--- src/rtl/apb_group_master.sv ---
// apb_group_master: single-outstanding APB master bridge fanning out to NUM_SLV slaves.
// Ports:
//   i_clk, i_rst            clock, synchronous active-high reset
//   i_req_*/o_req_ready     request channel (addr, write, wdata, strb)
//   o_rsp_*/i_rsp_ready     response channel (rdata, err)
//   o_psel..o_pstrb         APB master outputs (one-hot psel per slave)
//   i_prdata/i_pready/i_pslverr  per-slave APB returns, slave k at slice k
module apb_group_master #(
  parameter int unsigned ADDR_W  = 32,
  parameter int unsigned DATA_W  = 32,
  parameter int unsigned NUM_SLV = 4,
  parameter int unsigned SLV_AW  = 12,
  parameter int unsigned TIMEOUT = 16
) (
  input  logic                      i_clk,
  input  logic                      i_rst,
  input  logic                      i_req_valid,
  output logic                      o_req_ready,
  input  logic [ADDR_W-1:0]         i_req_addr,
  input  logic                      i_req_write,
  input  logic [DATA_W-1:0]         i_req_wdata,
  input  logic [DATA_W/8-1:0]       i_req_strb,
  output logic                      o_rsp_valid,
  input  logic                      i_rsp_ready,
  output logic [DATA_W-1:0]         o_rsp_rdata,
  output logic                      o_rsp_err,
  output logic [NUM_SLV-1:0]        o_psel,
  output logic                      o_penable,
  output logic [ADDR_W-1:0]         o_paddr,
  output logic                      o_pwrite,
  output logic [DATA_W-1:0]         o_pwdata,
  output logic [DATA_W/8-1:0]       o_pstrb,
  input  logic [NUM_SLV*DATA_W-1:0] i_prdata,
  input  logic [NUM_SLV-1:0]        i_pready,
  input  logic [NUM_SLV-1:0]        i_pslverr
);

  localparam int unsigned STRB_W  = DATA_W / 8;
  localparam int unsigned IDX_W   = (NUM_SLV > 1) ? $clog2(NUM_SLV) : 1;
  localparam int unsigned CNT_W   = (TIMEOUT > 0) ? $clog2(TIMEOUT + 1) : 1;
  localparam int unsigned TO_LAST = (TIMEOUT > 0) ? TIMEOUT - 1 : 0;

  typedef enum logic [1:0] {IDLE, SETUP, ACCESS, RESP} state_t;

  state_t              state_q, state_d;
  logic [ADDR_W-1:0]   cap_addr_q, cap_addr_d;
  logic                cap_write_q, cap_write_d;
  logic [DATA_W-1:0]   cap_wdata_q, cap_wdata_d;
  logic [STRB_W-1:0]   cap_strb_q, cap_strb_d;
  logic [CNT_W-1:0]    cnt_q, cnt_d;

  logic                req_ready_d, rsp_valid_d, rsp_err_d, penable_d, pwrite_d;
  logic [DATA_W-1:0]   rsp_rdata_d, pwdata_d;
  logic [NUM_SLV-1:0]  psel_d;
  logic [ADDR_W-1:0]   paddr_d;
  logic [STRB_W-1:0]   pstrb_d;

  logic                accept_c, dec_err_c, timeout_c, apb_on_c;
  logic                sel_ready_c, sel_err_c;
  logic [DATA_W-1:0]   sel_rdata_c;
  logic [IDX_W-1:0]    cap_idx_c;

  // Whole upper address field is decoded so aliases of a valid index still miss.
  assign accept_c  = (state_q == IDLE) && o_req_ready && i_req_valid;
  assign dec_err_c = (i_req_addr >> SLV_AW) >= ADDR_W'(NUM_SLV);
  assign cap_idx_c = cap_addr_q[SLV_AW +: IDX_W];

  // Return mux: only the addressed slave's ready/err/rdata are observed.
  always_comb begin
    sel_ready_c = 1'b0;
    sel_err_c   = 1'b0;
    sel_rdata_c = '0;
    for (int k = 0; k < NUM_SLV; k++) begin
      if (cap_idx_c == IDX_W'(k)) begin
        sel_ready_c = i_pready[k];
        sel_err_c   = i_pslverr[k];
        sel_rdata_c = i_prdata[k*DATA_W +: DATA_W];
      end
    end
  end

  // pready in the final permitted ACCESS cycle takes precedence over the abort.
  assign timeout_c = (TIMEOUT != 0) && (state_q == ACCESS) && !sel_ready_c &&
                     (cnt_q == CNT_W'(TO_LAST));

  // State register
  always_ff @(posedge i_clk) begin
    if (i_rst) state_q <= IDLE;
    else       state_q <= state_d;
  end

  // Next-state logic
  always_comb begin
    state_d = state_q;
    case (state_q)
      IDLE:    if (accept_c) state_d = dec_err_c ? RESP : SETUP;
      SETUP:   state_d = ACCESS;
      ACCESS:  if (sel_ready_c || timeout_c) state_d = RESP;
      RESP:    if (i_rsp_ready) state_d = IDLE;
      default: state_d = IDLE;
    endcase
  end

  // Output/datapath next values; outputs track the state being entered.
  always_comb begin
    cap_addr_d  = cap_addr_q;
    cap_write_d = cap_write_q;
    cap_wdata_d = cap_wdata_q;
    cap_strb_d  = cap_strb_q;
    rsp_rdata_d = o_rsp_rdata;
    rsp_err_d   = o_rsp_err;
    cnt_d       = '0;

    if (accept_c) begin
      cap_addr_d  = i_req_addr;
      cap_write_d = i_req_write;
      cap_wdata_d = i_req_wdata;
      cap_strb_d  = i_req_strb;
    end

    if (state_q == ACCESS && state_d == ACCESS) cnt_d = cnt_q + CNT_W'(1);

    if (accept_c && dec_err_c) begin
      rsp_rdata_d = '0;
      rsp_err_d   = 1'b1;
    end else if (state_q == ACCESS && sel_ready_c) begin
      rsp_rdata_d = cap_write_q ? '0 : sel_rdata_c;
      rsp_err_d   = sel_err_c;
    end else if (timeout_c) begin
      rsp_rdata_d = '0;
      rsp_err_d   = 1'b1;
    end else if (state_d == IDLE) begin
      rsp_rdata_d = '0;
      rsp_err_d   = 1'b0;
    end

    apb_on_c    = (state_d == SETUP) || (state_d == ACCESS);
    psel_d      = apb_on_c ? (NUM_SLV'(1) << cap_addr_d[SLV_AW +: IDX_W]) : '0;
    penable_d   = (state_d == ACCESS);
    paddr_d     = apb_on_c ? cap_addr_d : '0;
    pwrite_d    = apb_on_c && cap_write_d;
    pwdata_d    = apb_on_c ? cap_wdata_d : '0;
    pstrb_d     = (apb_on_c && cap_write_d) ? cap_strb_d : '0;
    req_ready_d = (state_d == IDLE);
    rsp_valid_d = (state_d == RESP);
  end

  // Output and capture registers
  always_ff @(posedge i_clk) begin
    if (i_rst) begin
      cap_addr_q  <= '0;
      cap_write_q <= 1'b0;
      cap_wdata_q <= '0;
      cap_strb_q  <= '0;
      cnt_q       <= '0;
      o_req_ready <= 1'b0;
      o_rsp_valid <= 1'b0;
      o_rsp_rdata <= '0;
      o_rsp_err   <= 1'b0;
      o_psel      <= '0;
      o_penable   <= 1'b0;
      o_paddr     <= '0;
      o_pwrite    <= 1'b0;
      o_pwdata    <= '0;
      o_pstrb     <= '0;
    end else begin
      cap_addr_q  <= cap_addr_d;
      cap_write_q <= cap_write_d;
      cap_wdata_q <= cap_wdata_d;
      cap_strb_q  <= cap_strb_d;
      cnt_q       <= cnt_d;
      o_req_ready <= req_ready_d;
      o_rsp_valid <= rsp_valid_d;
      o_rsp_rdata <= rsp_rdata_d;
      o_rsp_err   <= rsp_err_d;
      o_psel      <= psel_d;
      o_penable   <= penable_d;
      o_paddr     <= paddr_d;
      o_pwrite    <= pwrite_d;
      o_pwdata    <= pwdata_d;
      o_pstrb     <= pstrb_d;
    end
  end

endmodule
--- config.mk ---
export PLATFORM = sky130hd
export DESIGN_NAME = apb_group_master
export DESIGN_NICKNAME = d
export VERILOG_FILES = /design/src/rtl/apb_group_master.sv
export SDC_FILE = /design/constraint.sdc
export NUM_CORES = 1
export LEC_CHECK = 0
export ABC_CLOCK_PERIOD_IN_PS = 2770
export CORE_UTILIZATION = 39
export CTS_BUF_LIST = sky130_fd_sc_hd__clkbuf_2 sky130_fd_sc_hd__clkbuf_4 sky130_fd_sc_hd__clkbuf_8
export CTS_CLUSTER_DIAMETER = 120
export DETAILED_ROUTE_END_ITERATION = 7
export GPL_TIMING_DRIVEN = 0
export PLACE_DENSITY_LB_ADDON = 0.2
export SYNTH_ARGS = -nofsm -noshare
export SYNTH_HDL_FRONTEND = slang
export SYNTH_SLANG_ARGS = --single-unit
--- constraint.sdc ---
create_clock -name i_clk -period 2.77 [get_ports i_clk]
set_clock_uncertainty 0.2 [all_clocks]
set_input_delay 0.554 -clock i_clk [delete_from_list [all_inputs] [get_ports i_clk]]
set_output_delay 0.554 -clock i_clk [all_outputs]
set_load 0.01 [all_outputs]
==> results of run 1 <==
metal layers:
layer  part of all wire [%]  track usage, %  wire length [um]
met3                    6.3           6.439              1392
met2                     48           38.78             10720
met1                     43           29.65              9632
met4                    2.1           8.092               468
met5                      0               0                 0
state kept, by name, summed over array words and instances (netlist names), 2 cells and up:
register	count
cap_wdata_q	32
state_q	2
cnt_q	5
o_pstrb	4
cap_strb_q	4
o_psel	4
o_pwdata	32
cap_addr_q	32
o_paddr	32
o_rsp_rdata	32
cell usage in the layout (no fill, tap or decap), types with 21 or more instances in the layout:
| cell | count |
|---|---|
| sky130_fd_sc_hd__buf_4 | 21 |
| sky130_fd_sc_hd__clkbuf_8 | 23 |
| sky130_fd_sc_hd__a21oi_1 | 62 |
| sky130_fd_sc_hd__a211oi_2 | 30 |
| sky130_fd_sc_hd__nand2_1 | 158 |
| sky130_fd_sc_hd__nor2b_1 | 66 |
| sky130_fd_sc_hd__mux4_2 | 34 |
| sky130_fd_sc_hd__clkdlybuf4s50_1 | 306 |
| sky130_fd_sc_hd__dfxtp_1 | 182 |
| sky130_fd_sc_hd__o21ai_2 | 26 |
layout make-up:
class                           instances  share of cell area (%)
Sequential cell                       185                   31.57
Multi-Input combinational cell        454                   30.07
Timing Repair Buffer                  336                   28.58
Buffer                                 56                   3.535
Tap cell                              229                   2.439
Clock buffer                           18                   2.055
Clock inverter                         14                   1.565
Inverter                                5                  0.1597
Antenna cell                            1                 0.02130
stage by stage:
| step | hold WS (ns) | std cells | setup slack, ns | utilization, % |
|---|---|---|---|---|
| floorplan | 0.2175 | 700 | -0.1894 | - |
| global placement | 0.2342 | 1245 | -1.031 | 59.17 |
| detailed placement | 0.2448 | 1245 | -1.015 | 59.17 |
| global route | 0.1471 | 1298 | -0.1057 | 65.19 |
| CTS | 0.2619 | 1289 | -0.1150 | 64.15 |
| finish | 0.1494 | 1298 | -0.06957 | 65.19 |
critical path: stages:
cell and delay (ns):
sky130_fd_sc_hd__clkdlybuf4s50_1 0.53, sky130_fd_sc_hd__nand4bb_4 0.15, sky130_fd_sc_hd__buf_4 0.21, sky130_fd_sc_hd__a41oi_4 0.31
sky130_fd_sc_hd__o31ai_4 0.13, sky130_fd_sc_hd__ha_4 0.19, sky130_fd_sc_hd__buf_4 0.14, sky130_fd_sc_hd__nor2_4 0.24
sky130_fd_sc_hd__clkbuf_8 0.26, sky130_fd_sc_hd__o21ai_2 0.08, sky130_fd_sc_hd__a211oi_2 0.21
worst paths after layout:
kind         slack [ns]                 startpoint                           end  cells after the start
max reg2reg       -0.03  cap_addr_q[12]$_SDFF_PP0_  o_rsp_rdata[25]$_SDFFE_PP0P_                     10
max               -0.07                i_req_valid  o_rsp_rdata[12]$_SDFFE_PP0P_                     11
min                0.15             i_req_addr[29]     cap_addr_q[29]$_SDFF_PP0_                      3
min reg2reg        0.23        cnt_q[0]$_SDFF_PP0_           cnt_q[0]$_SDFF_PP0_                      1
timing repair:
action                                  CTS  global route
gates cloned                              3             0
setup buffers                             9             8
endpoints found under the setup margin  106            98
gates resized for setup                  93            35
pin swaps                                15            19
kinds of logic (layout without fill, tap and decap cells):
family	Yosys count	after routing	share of synthesized area [%]
simple gates	268	268	17.59
flops	185	185	51.56
compound gates	135	135	13.34
buf+inv	61	429	4.337
mux	44	44	12.05
fa+ha+maj	5	5	0.8709
xor+xnor	2	2	0.2439
other cells	0	1	0
power groups by stage:
stage               clock network (mW)  logic, mW  registers (mW)
finish                            1.90       3.13            3.03
global placement                     0       2.39            3.07
global route                      2.06       3.37            3.05
CTS                               1.94       3.03            3.03
floorplan                            0       1.29            3.13
detailed placement                   0       2.40            3.07
==> flow_summary.json, run 1 <==
{
  "row_count": 49,
  "clkSinkCount": 185,
  "postSynthRegisterBits": 185,
  "proportion_of_power_drawn_by_combinational_gates_pct": 38.8,
  "number_of_antenna_violations_at_the_first_check_in_global_routing": 1,
  "min-delay-path-class": "in -> reg",
  "wirelength_um": 22210,
  "synth_ff_type": "sky130_fd_sc_hd__dfxtp_1",
  "yosysWarningCount": 0,
  "vias": 6296,
  "nets": 1269,
  "power_frac_seq_pct": 37.6,
  "total_power_mw": 8.056,
  "synth_area_leaders": "sky130_fd_sc_hd__dfxtp_1 (52%), sky130_fd_sc_hd__mux4_2 (11%), sky130_fd_sc_hd__nand2_1 (8.3%), sky130_fd_sc_hd__nor2b_1 (5.8%), sky130_fd_sc_hd__a211oi_2 (5.2%)",
  "cp-start-kind": "input pin",
  "internal-power_mw": 5.304,
  "total_cts_buffers": 17,
  "synth.cell_area_mm2": 0.007183,
  "tightest_slew_ns": 0.7510,
  "yosys.cell_count.top_type": "sky130_fd_sc_hd__dfxtp_1",
  "tritoncts": "built",
  "place.port_buffers": 316,
  "clk_transition_reported_paths_ns": 0.09,
  "sequential_cell_area_mm2": 0.003710,
  "crit_type": "in -> reg",
  "worstPathMaxFanout": 10,
  "routabilityCongestion": 0.8203,
  "clock_latency_ns": 0.46,
  "floorplan.initialDensity_pct": 39.85,
  "root_buf_cell": "sky130_fd_sc_hd__clkbuf_8",
  "multi_input_area_mm2": 0.003533,
  "rsz0062_at_grt": "true",
  "post-synth-top-area-cell": "sky130_fd_sc_hd__dfxtp_1",
  "fin_tns_setup_ns": -0.8956,
  "syn_to_final_growth_pct": 63.58,
  "fin_area_mm2": 0.01175,
  "syn_inst": 700,
  "grt_pass1_vias": 6190,
  "cts_hold_buf": 0,
  "async_reset_ff_share_pct": 0,
  "worst_ep_arrival_time_ns": 3.01,
  "globalRouteTotalUtil_pct": 23.58,
  "power.static_leakage_nw": 4.070,
  "fin_crit_ns": 2.840,
  "drv_cap": 0,
  "synth_seq_area_share_pct": 51.56,
  "failed_checks": "negative setup slack",
  "grt_remaining_overflow": 0,
  "dr.first_iter.drc_count": 252,
  "postSynthNetCount": 914,
  "vdd_drop_max_mv": 0.5021,
  "relSlewSlack_pct": 49.93,
  "post-route-drc-count": 0,
  "critPathRequiredTime_ns": 2.94,
  "post_route_antenna_net_violation_count": 0,
  "fill_cells": 1502,
  "clock.fmax_mhz": 352.2,
  "hold_viol_final": 0,
  "power.net_switching_mw": 2.752,
  "wire_per_inst_um": 17.11,
  "dp_hpwl_um": 16520,
  "global_route_wire_length_before_repair_um": 33450,
  "maximum_number_of_pins_on_one_net_before_global_route_repair": 19,
  "synth_enable_flop_cells": 0,
  "sw_frac_of_total_pct": 34.16,
  "finalCritPeriodShare_pct": 102.5,
  "synth_largest_type_area_fraction_pct": 51.56,
  "final.setup.worst_slack_ns": -0.06957,
  "synth_cell_type_count": 42,
  "worstSetupEndpointType": "register",
  "syn-mean-instance-area_um2": 10.26,
  "clk_path_buf_depth": 2,
  "synthTopCellsByCount": "sky130_fd_sc_hd__dfxtp_1 (185), sky130_fd_sc_hd__nand2_1 (158), sky130_fd_sc_hd__nor2b_1 (67)",
  "core_area_mm2": 0.01802,
  "post_route_cells_drive_above_1_share_pct": 20.79,
  "viasPerCell": 4.851,
  "die_x_um": 137.7,
  "finalMaxSlewViolations": 0,
  "status": "complete, but fails checks",
  "die-area_mm2": 0.01897,
  "die_height_um": 137.7,
  "drt_pass_1_iters": 6,
  "pwr-share-clk_pct": 23.6,
  "setup-violations-final": 24,
  "ctsHtreeMaxLevel": 4,
  "num_io_pins": 318,
  "power_density_over_cell_area_mw_per_mm2": 685.6,
  "detailed_place.area_mm2": 0.01067
}
(Power assumes the default switching activity.)
==> inputs of run 2 (changes only) <==
Settings changed: PLACE_DENSITY set to 0.78, PLACE_DENSITY_LB_ADDON 0.2 to unset.
==> run 2 against run 1 <==
Power fell by 3.2%. Worst hold slack improved by 0.020 ns. Critical endpoint is now o_rsp_rdata[25]$_SDFFE_PP0P_. Sequential power about the same. Combinational power decreased by 11%. The run now ends clean. Clock power increased by 3%. Clock-buffer cell count did not move. Critical path depth did not move. Flip-flop and latch count is the same. Final cell count fell by 0.92%.
==> flow_summary.json, run 2 (same netlist as run 1, synthesis figures left out) <==
{
  "status": "complete, no violations",
  "worstPathMaxFanout": 5,
  "die_x_um": 137.7,
  "final_cells": 1286,
  "place.port_buffers": 316,
  "crit_path_max_incr_delay_ns": 0.39,
  "drt_pass_1_iters": 4,
  "tightest_slew_ns": 0.7663,
  "relSlewSlack_pct": 48.91,
  "worst_ep_arrival_time_ns": 2.87,
  "nets": 1258,
  "syn_to_final_growth_pct": 60.29,
  "cp-start-kind": "register",
  "power.static_leakage_nw": 3.956,
  "num_io_pins": 318,
  "clock.fmax_mhz": 363.1,
  "maximum_number_of_pins_on_one_net_before_global_route_repair": 18,
  "die_height_um": 137.7,
  "clkSinkCount": 185,
  "setup-violations-final": 0,
  "dp_hpwl_um": 17160,
  "most-common-layout-cells": "sky130_fd_sc_hd__clkdlybuf4s50_1 (307), sky130_fd_sc_hd__dfxtp_1 (180), sky130_fd_sc_hd__nand2_1 (158), sky130_fd_sc_hd__nor2b_1 (67), sky130_fd_sc_hd__a21oi_1 (62)",
  "wirelength_um": 23260,
  "vias": 6422,
  "post_route_cells_drive_above_1_share_pct": 19.02,
  "total_cts_buffers": 17,
  "path_common_cell": "sky130_fd_sc_hd__ha_4",
  "clk_transition_reported_paths_ns": 0.09,
  "die-area_mm2": 0.01897,
  "critPathRequiredTime_ns": 2.89,
  "ctsHtreeMaxLevel": 4,
  "min-delay-path-class": "in -> reg",
  "worstSetupEndpointType": "register",
  "post-route-drc-count": 0,
  "crit_path_cell_trace": "ha_4, and3_4, ha_4, or3_4, a31oi_4, ha_4, nor3_4, a22o_4, buf_8, o21ai_4, a211oi_2",
  "layout.cells.most_common": "sky130_fd_sc_hd__clkdlybuf4s50_1",
  "power_density_over_cell_area_mw_per_mm2": 677.2,
  "crit_type": "reg -> reg",
  "fin_crit_ns": 2.754,
  "tritoncts": "built",
  "globalRouteTotalUtil_pct": 24.40,
  "root_buf_cell": "sky130_fd_sc_hd__clkbuf_8",
  "placed_cells": 1245,
  "routabilityCongestion": 0.8098,
  "fin_tns_setup_ns": 0,
  "floorplan.initialDensity_pct": 39.85,
  "dr.first_iter.drc_count": 321,
  "global_route_wire_length_before_repair_um": 34400,
  "vdd_drop_max_mv": 0.5914,
  "number_of_antenna_violations_at_the_first_check_in_global_routing": 0,
  "core_area_mm2": 0.01802,
  "post_route_antenna_net_violation_count": 0,
  "row_count": 49,
  "wire_per_inst_um": 18.09,
  "clk_path_buf_depth": 2,
  "grt_remaining_overflow": 0,
  "drv_cap": 0,
  "grt_pass1_vias": 6509,
  "finalMaxSlewViolations": 0,
  "hold_viol_final": 0,
  "diodes": 0,
  "finalCritPeriodShare_pct": 99.42,
  "rsz0062_at_grt": "true",
  "critical-path-slowest-cell": "sky130_fd_sc_hd__or3_4",
  "clock_latency_ns": 0.46,
  "viasPerCell": 4.994
}
[run 2: cell types whose count changed in the layout (fill, tap and decap cells not counted), sizes merged]
cell / before / now
a22o: 1 / 2
buf: 52 / 43
bufinv: 2 / 3
clkbuf: 45 / 42
clkdlybuf4s50: 306 / 307
clkinv: 5 / 2
clkinvlp: 1 / 3
diode: 1 / 0
dlygate4sd2: 4 / 5
dlymetal6s2s: 2 / 0
[run 2: what timing repair did]
| action | 4_1_cts | 5_1_grt |
|---|---|---|
| buffers inserted | 6 | 1 |
| pin swaps | 11 | 8 |
| gates cloned | 4 | 0 |
| gates resized for setup | 91 | 14 |
| setup endpoints to repair | 106 | 33 |
| hold buffers | 0 | 0 |
[run 2: critical path, delay by kind of cell (launching register included)]
family	cells	cell delay [ns]
AOI/OAI and AO/OA	4	0.73
and+or+nand+nor	3	0.63
adders and majority gates	3	0.54
DFF	1	0.35
buffers and inverters	1	0.16
[run 2: area by class of cell]
| cell class | instances | area, um^2 |
|---|---|---|
| Timing Repair Buffer | 326 | 3228 |
| Inverter | 5 | 18.77 |
| Multi-Input combinational cell | 455 | 3491 |
| Tap cell | 229 | 286.5 |
| Sequential cell | 185 | 3712 |
| Buffer | 54 | 345.3 |
| Clock inverter | 14 | 183.9 |
| Fill cell | 1485 | 6511 |
| Clock buffer | 18 | 247.7 |
[run 2: metal layers]
metal / share of wire, % / wire, um / vias up / GRT usage (%)
met3: 5.8 / 1355 / 37 / 6.034
met4: 2.2 / 514 / 0 / 8.152
met5: 0 / 0 / - / 0
met2: 50 / 11530 / 181 / 41.90
met1: 42 / 9863 / 3116 / 29.68
li1: - / - / 3088 / -
[run 2: report_power, final]
group          internal (mW)  total, mW  switching, mW  leakage, nW
clock network          0.940       1.96           1.02        0.211
registers               2.92       3.04          0.116         1.50
logic                   1.26       2.80           1.54         2.25
total                   5.12       7.80           2.67         3.96
[run 2: final timing paths]
path,from,slack (ns),cells after the start,to
setup / recovery,cnt_q[0]$_SDFF_PP0_,0.02,11,o_rsp_rdata[25]$_SDFFE_PP0P_
hold reg to reg,cap_wdata_q[2]$_SDFF_PP0_,0.26,2,cap_wdata_q[2]$_SDFF_PP0_
hold / removal,i_req_addr[29],0.17,3,cap_addr_q[29]$_SDFF_PP0_
setup reg to reg,cnt_q[0]$_SDFF_PP0_,0.02,11,o_rsp_rdata[25]$_SDFFE_PP0P_
[run 2: through the flow]
step | instance area, um^2 | setup slack, ns | utilization, % | hold slack [ns] | total power, mW
after floorplan | 7216 | -0.1894 | - | 0.2175 | 4.423
after global placement | 10670 | -0.9694 | 59.17 | 0.2367 | 5.460
after detailed placement | 10670 | -1.026 | 59.17 | 0.2438 | 5.495
after CTS | 11460 | -0.004218 | 63.57 | 0.1417 | 7.788
after global routing | 11510 | -0.05567 | 63.88 | 0.1521 | 8.175
final | 11510 | 0.01610 | 63.88 | 0.1694 | 7.796
==> inputs of run 3 (changes only) <==
--- a/constraint.sdc
+++ b/constraint.sdc
@@ -4,2 +4,2 @@
 set_output_delay 0.554 -clock i_clk [all_outputs]
-set_load 0.01 [all_outputs]
+set_load 0.05 [all_outputs]
==> results of run 3 <==
Same layout as run 2 (identical final DEF). Status: complete, no violations.
Among the figures that moved: total power 7.796 mW -> 8.220 mW; worst IR drop on VDD 0.5914 mV -> 0.5949 mV
